$ cat config.mk
export PLATFORM = sky130hd
export DESIGN_NAME = layer_priority_mixer_flat
export DESIGN_NICKNAME = d
export VERILOG_FILES = /design/src/rtl/layer_priority_mixer_if.sv /design/src/rtl/layer_priority_mixer.sv /design/src/flat_wrapper.sv
export SDC_FILE = /design/constraint.sdc
export NUM_CORES = 1
export LEC_CHECK = 0
export BUFFER_PORTS_ARGS = -buffer_cell sky130_fd_sc_hd__buf_2
export CORE_MARGIN = 2
export CORE_UTILIZATION = 58
export CTS_CLUSTER_SIZE = 8
export DETAILED_ROUTE_END_ITERATION = 10
export PLACE_DENSITY = 0.85
export REMOVE_ABC_BUFFERS = 1
export SLEW_MARGIN = 20
export SYNTH_ARGS = -nofsm -noshare
export SYNTH_HDL_FRONTEND = slang
export SYNTH_SLANG_ARGS = --single-unit
$ cat constraint.sdc
create_clock -name clk -period 3.3 [get_ports clk]
set_clock_uncertainty 0.2 [all_clocks]
set_input_delay 0.33 -clock clk [delete_from_list [all_inputs] [get_ports clk]]
set_output_delay 0.33 -clock clk [all_outputs]
set_load 0.05 [all_outputs]
$ cat src/rtl/layer_priority_mixer_if.sv
// Pixel-side bus of the layer priority mixer: layer inputs, frame strobe,
// palette write port and the mixed colour output.
interface layer_priority_mixer_if #(
  parameter int NUM_LAYERS = 9,
  parameter int IDX_W      = 3,
  parameter int RGB_W      = 4
);
  localparam int HIT_W = $clog2(NUM_LAYERS + 1);

  logic                        pix_valid;
  logic [NUM_LAYERS*IDX_W-1:0] layer_idx;
  logic [NUM_LAYERS-1:0]       layer_en;
  logic [NUM_LAYERS-1:0]       blink_mask;
  logic                        vsync;
  logic                        pal_we;
  logic [IDX_W-1:0]            pal_addr;
  logic [RGB_W-1:0]            pal_data;
  logic [RGB_W-1:0]            rgb;
  logic                        rgb_valid;
  logic [HIT_W-1:0]            hit_layer;
  logic                        blink_phase;

  modport master (
    output pix_valid, layer_idx, layer_en, blink_mask, vsync,
           pal_we, pal_addr, pal_data,
    input  rgb, rgb_valid, hit_layer, blink_phase
  );

  modport slave (
    input  pix_valid, layer_idx, layer_en, blink_mask, vsync,
           pal_we, pal_addr, pal_data,
    output rgb, rgb_valid, hit_layer, blink_phase
  );
endinterface

$ cat src/rtl/layer_priority_mixer.sv
// Two-stage priority mixer: picks the highest-priority opaque layer (with
// frame-synchronous flash substitution) and maps it through a writable palette.
module layer_priority_mixer #(
  parameter int NUM_LAYERS = 9,
  parameter int IDX_W      = 3,
  parameter int RGB_W      = 4,
  parameter int BLINK_DIV  = 16,
  parameter int FLASH_IDX  = 3
) (
  input  logic                  clk,
  input  logic                  rst_n,
  layer_priority_mixer_if.slave bus
);
  localparam int HIT_W = $clog2(NUM_LAYERS + 1);
  localparam int PAL_N = 1 << IDX_W;
  localparam int CNT_W = (BLINK_DIV > 1) ? $clog2(BLINK_DIV) : 1;
  localparam logic [HIT_W-1:0] NO_HIT   = HIT_W'(NUM_LAYERS);
  localparam logic [IDX_W-1:0] FLASH    = IDX_W'(FLASH_IDX);
  localparam logic [CNT_W-1:0] CNT_LAST = CNT_W'(BLINK_DIV - 1);

  function automatic logic [RGB_W-1:0] default_color(input int i);
    logic [3:0] c;
    case (i)
      1:       c = 4'b0011;
      2:       c = 4'b0001;
      3:       c = 4'b0111;
      4:       c = 4'b0100;
      5:       c = 4'b1101;
      6:       c = 4'b0110;
      7:       c = 4'b1011;
      default: c = 4'b0000;
    endcase
    return RGB_W'(c);
  endfunction

  logic                   vsync_q, vsync_d;
  logic [CNT_W-1:0]       frame_cnt_q, frame_cnt_d;
  logic                   blink_phase_q, blink_phase_d;
  logic [RGB_W-1:0]       palette_q [PAL_N];
  logic [RGB_W-1:0]       palette_d [PAL_N];
  logic [IDX_W-1:0]       win_idx_p1_q, win_idx_p1_d;
  logic [HIT_W-1:0]       win_layer_p1_q, win_layer_p1_d;
  logic                   vld_p1_q, vld_p1_d;
  logic [RGB_W-1:0]       rgb_p2_q, rgb_p2_d;
  logic [HIT_W-1:0]       hit_p2_q, hit_p2_d;
  logic                   vld_p2_q, vld_p2_d;
  logic                   vsync_rise;

  assign vsync_rise = bus.vsync & ~vsync_q;

  // Frame counter: a held-high vsync only counts on its rising edge.
  always_comb begin
    vsync_d       = bus.vsync;
    frame_cnt_d   = frame_cnt_q;
    blink_phase_d = blink_phase_q;
    if (vsync_rise) begin
      if (frame_cnt_q == CNT_LAST) begin
        frame_cnt_d   = '0;
        blink_phase_d = ~blink_phase_q;
      end else begin
        frame_cnt_d = frame_cnt_q + CNT_W'(1);
      end
    end
  end

  always_comb begin
    palette_d = palette_q;
    if (bus.pal_we) palette_d[bus.pal_addr] = bus.pal_data;
  end

  // Stage 1: per-layer enable and flash substitution, then lowest-index win.
  always_comb begin
    logic [IDX_W-1:0] eff;
    logic             found;
    eff            = '0;
    found          = 1'b0;
    win_idx_p1_d   = '0;
    win_layer_p1_d = NO_HIT;
    for (int k = 0; k < NUM_LAYERS; k++) begin
      eff = bus.layer_en[k] ? bus.layer_idx[k*IDX_W +: IDX_W] : '0;
      if (blink_phase_q && bus.blink_mask[k] && (eff != '0)) eff = FLASH;
      if (!found && (eff != '0)) begin
        found          = 1'b1;
        win_idx_p1_d   = eff;
        win_layer_p1_d = HIT_W'(k);
      end
    end
    // Blanked cycles carry a clean "no winner" so undriven layers never leak.
    if (!bus.pix_valid) begin
      win_idx_p1_d   = '0;
      win_layer_p1_d = NO_HIT;
    end
    vld_p1_d = bus.pix_valid;
  end

  // Stage 2: palette lookup reads the pre-write contents on a same-edge write.
  always_comb begin
    rgb_p2_d = vld_p1_q ? palette_q[win_idx_p1_q] : '0;
    hit_p2_d = vld_p1_q ? win_layer_p1_q : NO_HIT;
    vld_p2_d = vld_p1_q;
  end

  always_ff @(posedge clk or negedge rst_n) begin
    if (!rst_n) begin
      vsync_q        <= 1'b0;
      frame_cnt_q    <= '0;
      blink_phase_q  <= 1'b0;
      for (int i = 0; i < PAL_N; i++) palette_q[i] <= default_color(i);
      win_idx_p1_q   <= '0;
      win_layer_p1_q <= NO_HIT;
      vld_p1_q       <= 1'b0;
      rgb_p2_q       <= '0;
      hit_p2_q       <= NO_HIT;
      vld_p2_q       <= 1'b0;
    end else begin
      vsync_q        <= vsync_d;
      frame_cnt_q    <= frame_cnt_d;
      blink_phase_q  <= blink_phase_d;
      palette_q      <= palette_d;
      win_idx_p1_q   <= win_idx_p1_d;
      win_layer_p1_q <= win_layer_p1_d;
      vld_p1_q       <= vld_p1_d;
      rgb_p2_q       <= rgb_p2_d;
      hit_p2_q       <= hit_p2_d;
      vld_p2_q       <= vld_p2_d;
    end
  end

  assign bus.rgb         = rgb_p2_q;
  assign bus.rgb_valid   = vld_p2_q;
  assign bus.hit_layer   = hit_p2_q;
  assign bus.blink_phase = blink_phase_q;
endmodule

$ cat src/flat_wrapper.sv
// flat-port wrapper written by rule: the top's interface ports become plain ports
module layer_priority_mixer_flat 
#(
  parameter int NUM_LAYERS = 9,
  parameter int IDX_W      = 3,
  parameter int RGB_W      = 4,
  parameter int BLINK_DIV  = 16,
  parameter int FLASH_IDX  = 3
)
  (clk, rst_n, bus_pix_valid, bus_layer_idx, bus_layer_en, bus_blink_mask, bus_vsync, bus_pal_we, bus_pal_addr, bus_pal_data, bus_rgb, bus_rgb_valid, bus_hit_layer, bus_blink_phase);
  layer_priority_mixer_if #(.NUM_LAYERS(NUM_LAYERS), .IDX_W(IDX_W), .RGB_W(RGB_W)) bus_i ();
  input  logic clk;
  input  logic rst_n;
  input wire logic [$bits(bus_i.pix_valid)-1:0] bus_pix_valid;
  input wire logic [$bits(bus_i.layer_idx)-1:0] bus_layer_idx;
  input wire logic [$bits(bus_i.layer_en)-1:0] bus_layer_en;
  input wire logic [$bits(bus_i.blink_mask)-1:0] bus_blink_mask;
  input wire logic [$bits(bus_i.vsync)-1:0] bus_vsync;
  input wire logic [$bits(bus_i.pal_we)-1:0] bus_pal_we;
  input wire logic [$bits(bus_i.pal_addr)-1:0] bus_pal_addr;
  input wire logic [$bits(bus_i.pal_data)-1:0] bus_pal_data;
  output wire logic [$bits(bus_i.rgb)-1:0] bus_rgb;
  output wire logic [$bits(bus_i.rgb_valid)-1:0] bus_rgb_valid;
  output wire logic [$bits(bus_i.hit_layer)-1:0] bus_hit_layer;
  output wire logic [$bits(bus_i.blink_phase)-1:0] bus_blink_phase;
  assign bus_i.pix_valid = bus_pix_valid;
  assign bus_i.layer_idx = bus_layer_idx;
  assign bus_i.layer_en = bus_layer_en;
  assign bus_i.blink_mask = bus_blink_mask;
  assign bus_i.vsync = bus_vsync;
  assign bus_i.pal_we = bus_pal_we;
  assign bus_i.pal_addr = bus_pal_addr;
  assign bus_i.pal_data = bus_pal_data;
  assign bus_rgb = bus_i.rgb;
  assign bus_rgb_valid = bus_i.rgb_valid;
  assign bus_hit_layer = bus_i.hit_layer;
  assign bus_blink_phase = bus_i.blink_phase;
  layer_priority_mixer #(.NUM_LAYERS(NUM_LAYERS), .IDX_W(IDX_W), .RGB_W(RGB_W), .BLINK_DIV(BLINK_DIV), .FLASH_IDX(FLASH_IDX)) u_core (.clk(clk), .rst_n(rst_n), .bus(bus_i));
endmodule
Yosys cells after proc, flatten, opt, wreduce, memory -nomap -nowiden --
Index checks and enable logic that the tools add are counted. Widths: inputs -> output; s select.
Word-level totals: register bits after elaboration 55
Cells by class: add/subtract/negate cells 1, $lt $le $gt $ge 3, eq/ne operators 1, mux-type cells 55, bitwise logic cells 5, reduce and logical (&&, ||, !) cells 54
Operators by type and width (count):
- $mux 3 | 28
- $mux 4 | 16
- $reduce_bool 3->1 | 18
- $bwmux 32 | 1
- $logic_and 1x1->1 | 27
- $bmux 4 s3 | 1
- $demux 4 s3 | 1
- $ge 4x4->1 const B | 2
- $logic_not 1->1 | 8
- $mux 1 | 8
- $not 3->4 | 2
- $add 4x1->4 const B | 1
- $eq 4x4->1 const B | 1
- $lt 4x1->1 const B | 1
- $not 1->1 | 2
- $reduce_and 2->1 | 1
- $and 1x1->1 | 1

Depth between registers and ports, before layout --
depth in word-level cells 31, depth in mapped cells 7, mapped depth without buffers 5

Least setup slack after synthesis --
OpenSTA, ideal clock, no wires.
path kind register to register, start reg u_core.blink_phase_q (netlist: u_core.bus.blink_phase), end reg u_core.win_idx_p1_q[0], arrival time 1.770 ns, data required time 2.966 ns, slack 1.196 ns, cell stages (with the launch flop) 7, period minus slack after synthesis 2.104 ns, cells stage by stage dfrtp_1 clkbuf_1 a21bo_2 or4_1 a21o_1 a31oi_1 a311oi_1
On the way: word-level cells in the longest chain between the ends 30, elaborated cells on any way between the ends 70, classes of those cells mux (27); reduce/logical (43)
Ends and longest elaborated chain:
- start, declared | line layer_priority_mixer.sv:38 | logic blink_phase_q, blink_phase_d;
- start signal, assigned | line layer_priority_mixer.sv:118 | blink_phase_q <= blink_phase_d;
- $logic_and 1x1->1 (2 in a row) | line layer_priority_mixer.sv:81 | if (blink_phase_q && bus.blink_mask[k] && (eff != '0)) eff = FLASH;
- $mux 3 | line layer_priority_mixer.sv:81
- $reduce_bool 3->1 | line layer_priority_mixer.sv:82 | if (!found && (eff != '0)) begin
- $mux 1 | line layer_priority_mixer.sv:82
- $logic_not 1->1 | line layer_priority_mixer.sv:82
- $logic_and 1x1->1 | line layer_priority_mixer.sv:82
- $mux 1 | line layer_priority_mixer.sv:82
- $logic_not 1->1 | line layer_priority_mixer.sv:82
- (+14 left out)
- $logic_not 1->1 | line layer_priority_mixer.sv:82
- $logic_and 1x1->1 | line layer_priority_mixer.sv:82
- $mux 1 | line layer_priority_mixer.sv:82
- $logic_not 1->1 | line layer_priority_mixer.sv:82
- $logic_and 1x1->1 | line layer_priority_mixer.sv:82
- $mux 3 * | line layer_priority_mixer.sv:82
- $mux 3 * | line layer_priority_mixer.sv:89 | if (!bus.pix_valid) begin
- net u_core.win_idx_p1_d[0] | line layer_priority_mixer.sv:41 | logic [IDX_W-1:0] win_idx_p1_q, win_idx_p1_d;
- end signal, assigned | line layer_priority_mixer.sv:120 | win_idx_p1_q <= win_idx_p1_d;
- end, declared | line layer_priority_mixer.sv:41
The timed path passes the listed nets; every way through them passes the cells marked *. A chain may end at the register's enable or synchronous reset.

Worst setup path in the final report --
start reg u_core.blink_phase_q (netlist: u_core.bus.blink_phase), end reg u_core.win_idx_p1_q[2]
Same word-level chain as after synthesis.

==> results.txt <==
outcome: finished, final reports clean
routed vias: 2359
Starting Density: 0.6132
CP Capture Type: flop
number of top-level pins: 67
Post-Synth Simple-Gate Area: 0.1351
drt wl/cell: 16.15 µm
worst vdd ir: 0.0005221 V
Adder-Cell Fraction of Synth Area: 0.004235
top_reg_cell synth: dfrtp_1
P_leak: 0.001494 µW
dpl cells: 377
final WL: 6268 µm
Worst Max-Slew Pin Slew: 0.7957 ns
WP data required: 3.30 ns
Total Neg Setup Slack: 0 ns
CP bufs+invs: 0
Crit path depth: 5
Clock Latency Late Sink: 0.31 ns
max incr delay on CP: 0.72 ns
post-CTS sizing: 0
top cells by area, synth: dfrtp_1 30%, dfstp_2 17%, mux2_1 6.5%, mux2_2 6.1%, mux4_2 6.1%
Post-synth ARST share: 1.000
Slew Limit Fails: 0
non-filler cells, final: 388
number of synthesized flops with an enable pin: 0
Root Buffer: clkbuf_8
largest net degree at the start of global routing: 54
delay-heaviest family, CP: compound AO/OA/AOI/OAI gates
antenna cell count: 0
CTS tree: built
input/output buffers: 66
multiplexer area fraction after synthesis: 0.2037
area leader, netlist: dfrtp_1
largest family of logic cells by synthesized area: multiplexers
synthesized area per cell: 11.86 µm²
share of the synthesized area in the top cell type: 0.3050
first-pass GRT wire length: 10120 µm
1st-iter DRT viols: 125
DRC: 0
slowest stage cell, crit path: dfrtp_1
Hold-fix buffers, CTS: 2
Setup Viol. Count Final: 0
metal3 WL: 250 µm
wl on met1: 2732 µm
cell area after synthesis: 2954 µm²
Sink Count: 55
Nets: 378
TritonCTS Buffers: 5
Core Region: 4817 µm²
Clk pin slew, worst setup/hold paths: 0.10 ns
Die Span X: 75.37 µm
post-route ant nets: 0
top-count cell post-synth: dfrtp_1
Tmin final: 2.117 ns
gp weighted congestion: 0.9352
Vias per Instance: 6.080
XOR/XNOR Fraction of Synth Area: 0.005930
Slew HR: 0.4684
vias in the first global route: 2214
Final Hold Vio Count: 0
DR top layer: met4
most common library cells after synthesis: 36 x dfrtp_1, 19 x dfstp_2, 18 x nand2_1, 17 x mux2_1, 16 x mux2_2
htree depth: 2
row count: 25
Global Route Usage Sum: 0.2357
post-CTS setup buffers: 0
crit path launch type: flop
Critical Path AT: 2.12 ns
Synth Register Bits: 55
Yosys Warn Count: 0
Die Area: 5680 µm²
GRT overflow: 0
R2R depth: 5
period utilisation layout: 0.6415
CTS Buffer Depth: 2
initial antenna violation count: 0
# Max-Cap Violations: 0
post-synthesis sequential area ratio: 0.4740
met2 routed WL: 3170 µm
hpwl dp: 4682 µm
share of cells above drive strength 1: 0.3894
hold depth: 2
worst-path fanout max: 18
critical-path cell list: a21boi_0, a32oi_1, o21ai_0, o32a_1, o31a_1
Gate Count Post-Synth: 249
Unique masters post-synth: 50
fmax: 472.4 MHz
Worst Hold Class: input port to flop
RSZ-0062 raised after global routing: no
Compound-Gate Fraction of Synth Area: 0.1643
P per Cell Area: 556.1 nW/µm²
Area growth syn-to-layout: 19.23%
critical path type: flop to flop
First-pass DRT Iterations: 5
Die Y: 75.37 µm
[flip-flops by register name, indices dropped and copies added (netlist names)]
name                    flops
u_core.bus.rgb_valid        1
u_core.bus.rgb              4
u_core.palette_q           32
u_core.bus.hit_layer        4
u_core.frame_cnt_q          4
u_core.bus.blink_phase      1
u_core.win_idx_p1_q         3
u_core.win_layer_p1_q       4
u_core.vld_p1_q             1
u_core.vsync_q              1
[placed cells by master, fill, tap and decap left out, types with 2 or more instances in the layout]
cell type,instances
nor2_1,14
mux2i_1,5
nor3_1,5
nor4_1,5
nand4_1,7
a21oi_1,7
buf_2,65
a21bo_2,2
o211ai_1,2
nand2b_1,4
dfstp_2,19
o31ai_1,5
nor3b_1,2
nand4b_1,3
o31ai_2,2
nor2b_1,5
xnor2_1,2
dlygate4sd3_1,3
nand3_1,4
mux2_2,16
o211a_1,2
a32oi_1,3
mux4_2,8
and2_1,2
buf_4,2
a21boi_0,3
inv_1,3
bufinv_16,2
a211oi_1,2
a31oi_1,2
o31a_1,9
o21ai_1,2
o21ai_0,9
clkbuf_8,5
a221oi_1,3
nand2_1,18
mux2_1,17
dfrtp_1,36
[layer usage]
metal / vias to the layer above / global-route usage
met5: - / 0
met4: 0 / 0.09552
met3: 10 / 0.04497
met2: 65 / 0.3778
met1: 1172 / 0.3182
li1: 1112 / -
[power by group]
group,total [µW],internal [µW],switching (µW)
Sequential,952,837,115
Clock,526,308,218
Combinational,480,231,249
Total,1960,1380,582
[logic make-up (layout without fill, tap and decap cells)]
group	after synthesis	after routing
and+or+nand+nor	73	73
AOI/OAI and AO/OA	63	63
DFF	55	55
muxes	46	46
buffers and inverters	9	81
xor gates and xnor gates	2	2
adders and majority gates	1	1
[metrics by stage]
step	hold slack, ns	instance area [µm²]	util	power, µW	worst slack [ns]
2_1_floorplan	-0.1656	2928	-	1263	1.180
3_3_place_gp	0.2403	3349	0.6953	1407	1.171
3_5_place_dp	0.2430	3349	0.6953	1436	1.061
4_1_cts	0.05695	3510	0.7286	1965	1.206
5_1_grt	0.1348	3522	0.7312	2061	1.047
6_report	0.1448	3522	0.7312	1959	1.183
[worst paths after layout]
check,start,to,slack (ns)
worst max-delay path,u_core.bus.blink_phase$_DFFE_PN0P_,u_core.win_idx_p1_q[2]$_DFF_PN0_,1.18
min in group asynchronous,rst_n,u_core.palette_q[2]$_DFFE_PN0P_,0.38
worst min-delay path,bus_pal_data[0],u_core.palette_q[4]$_DFFE_PN0P_,0.14
worst max register to register,u_core.bus.blink_phase$_DFFE_PN0P_,u_core.win_idx_p1_q[2]$_DFF_PN0_,1.18
worst min register to register,u_core.win_layer_p1_q[2]$_DFF_PN0_,u_core.bus.hit_layer[2]$_DFF_PN0_,0.28
max in group asynchronous,rst_n,u_core.palette_q[11]$_DFFE_PN1P_,1.93
[layout make-up]
class,count,area (µm²)
clock buffers,5,68.82
clock inverters,3,71.32
fillers,371,1295
inverters,3,11.26
multi-input cells,185,1516
flip-flops and latches,55,1400
well taps,67,83.83
repair buffers,70,370.4
Power figures use the tool's default switching activity.
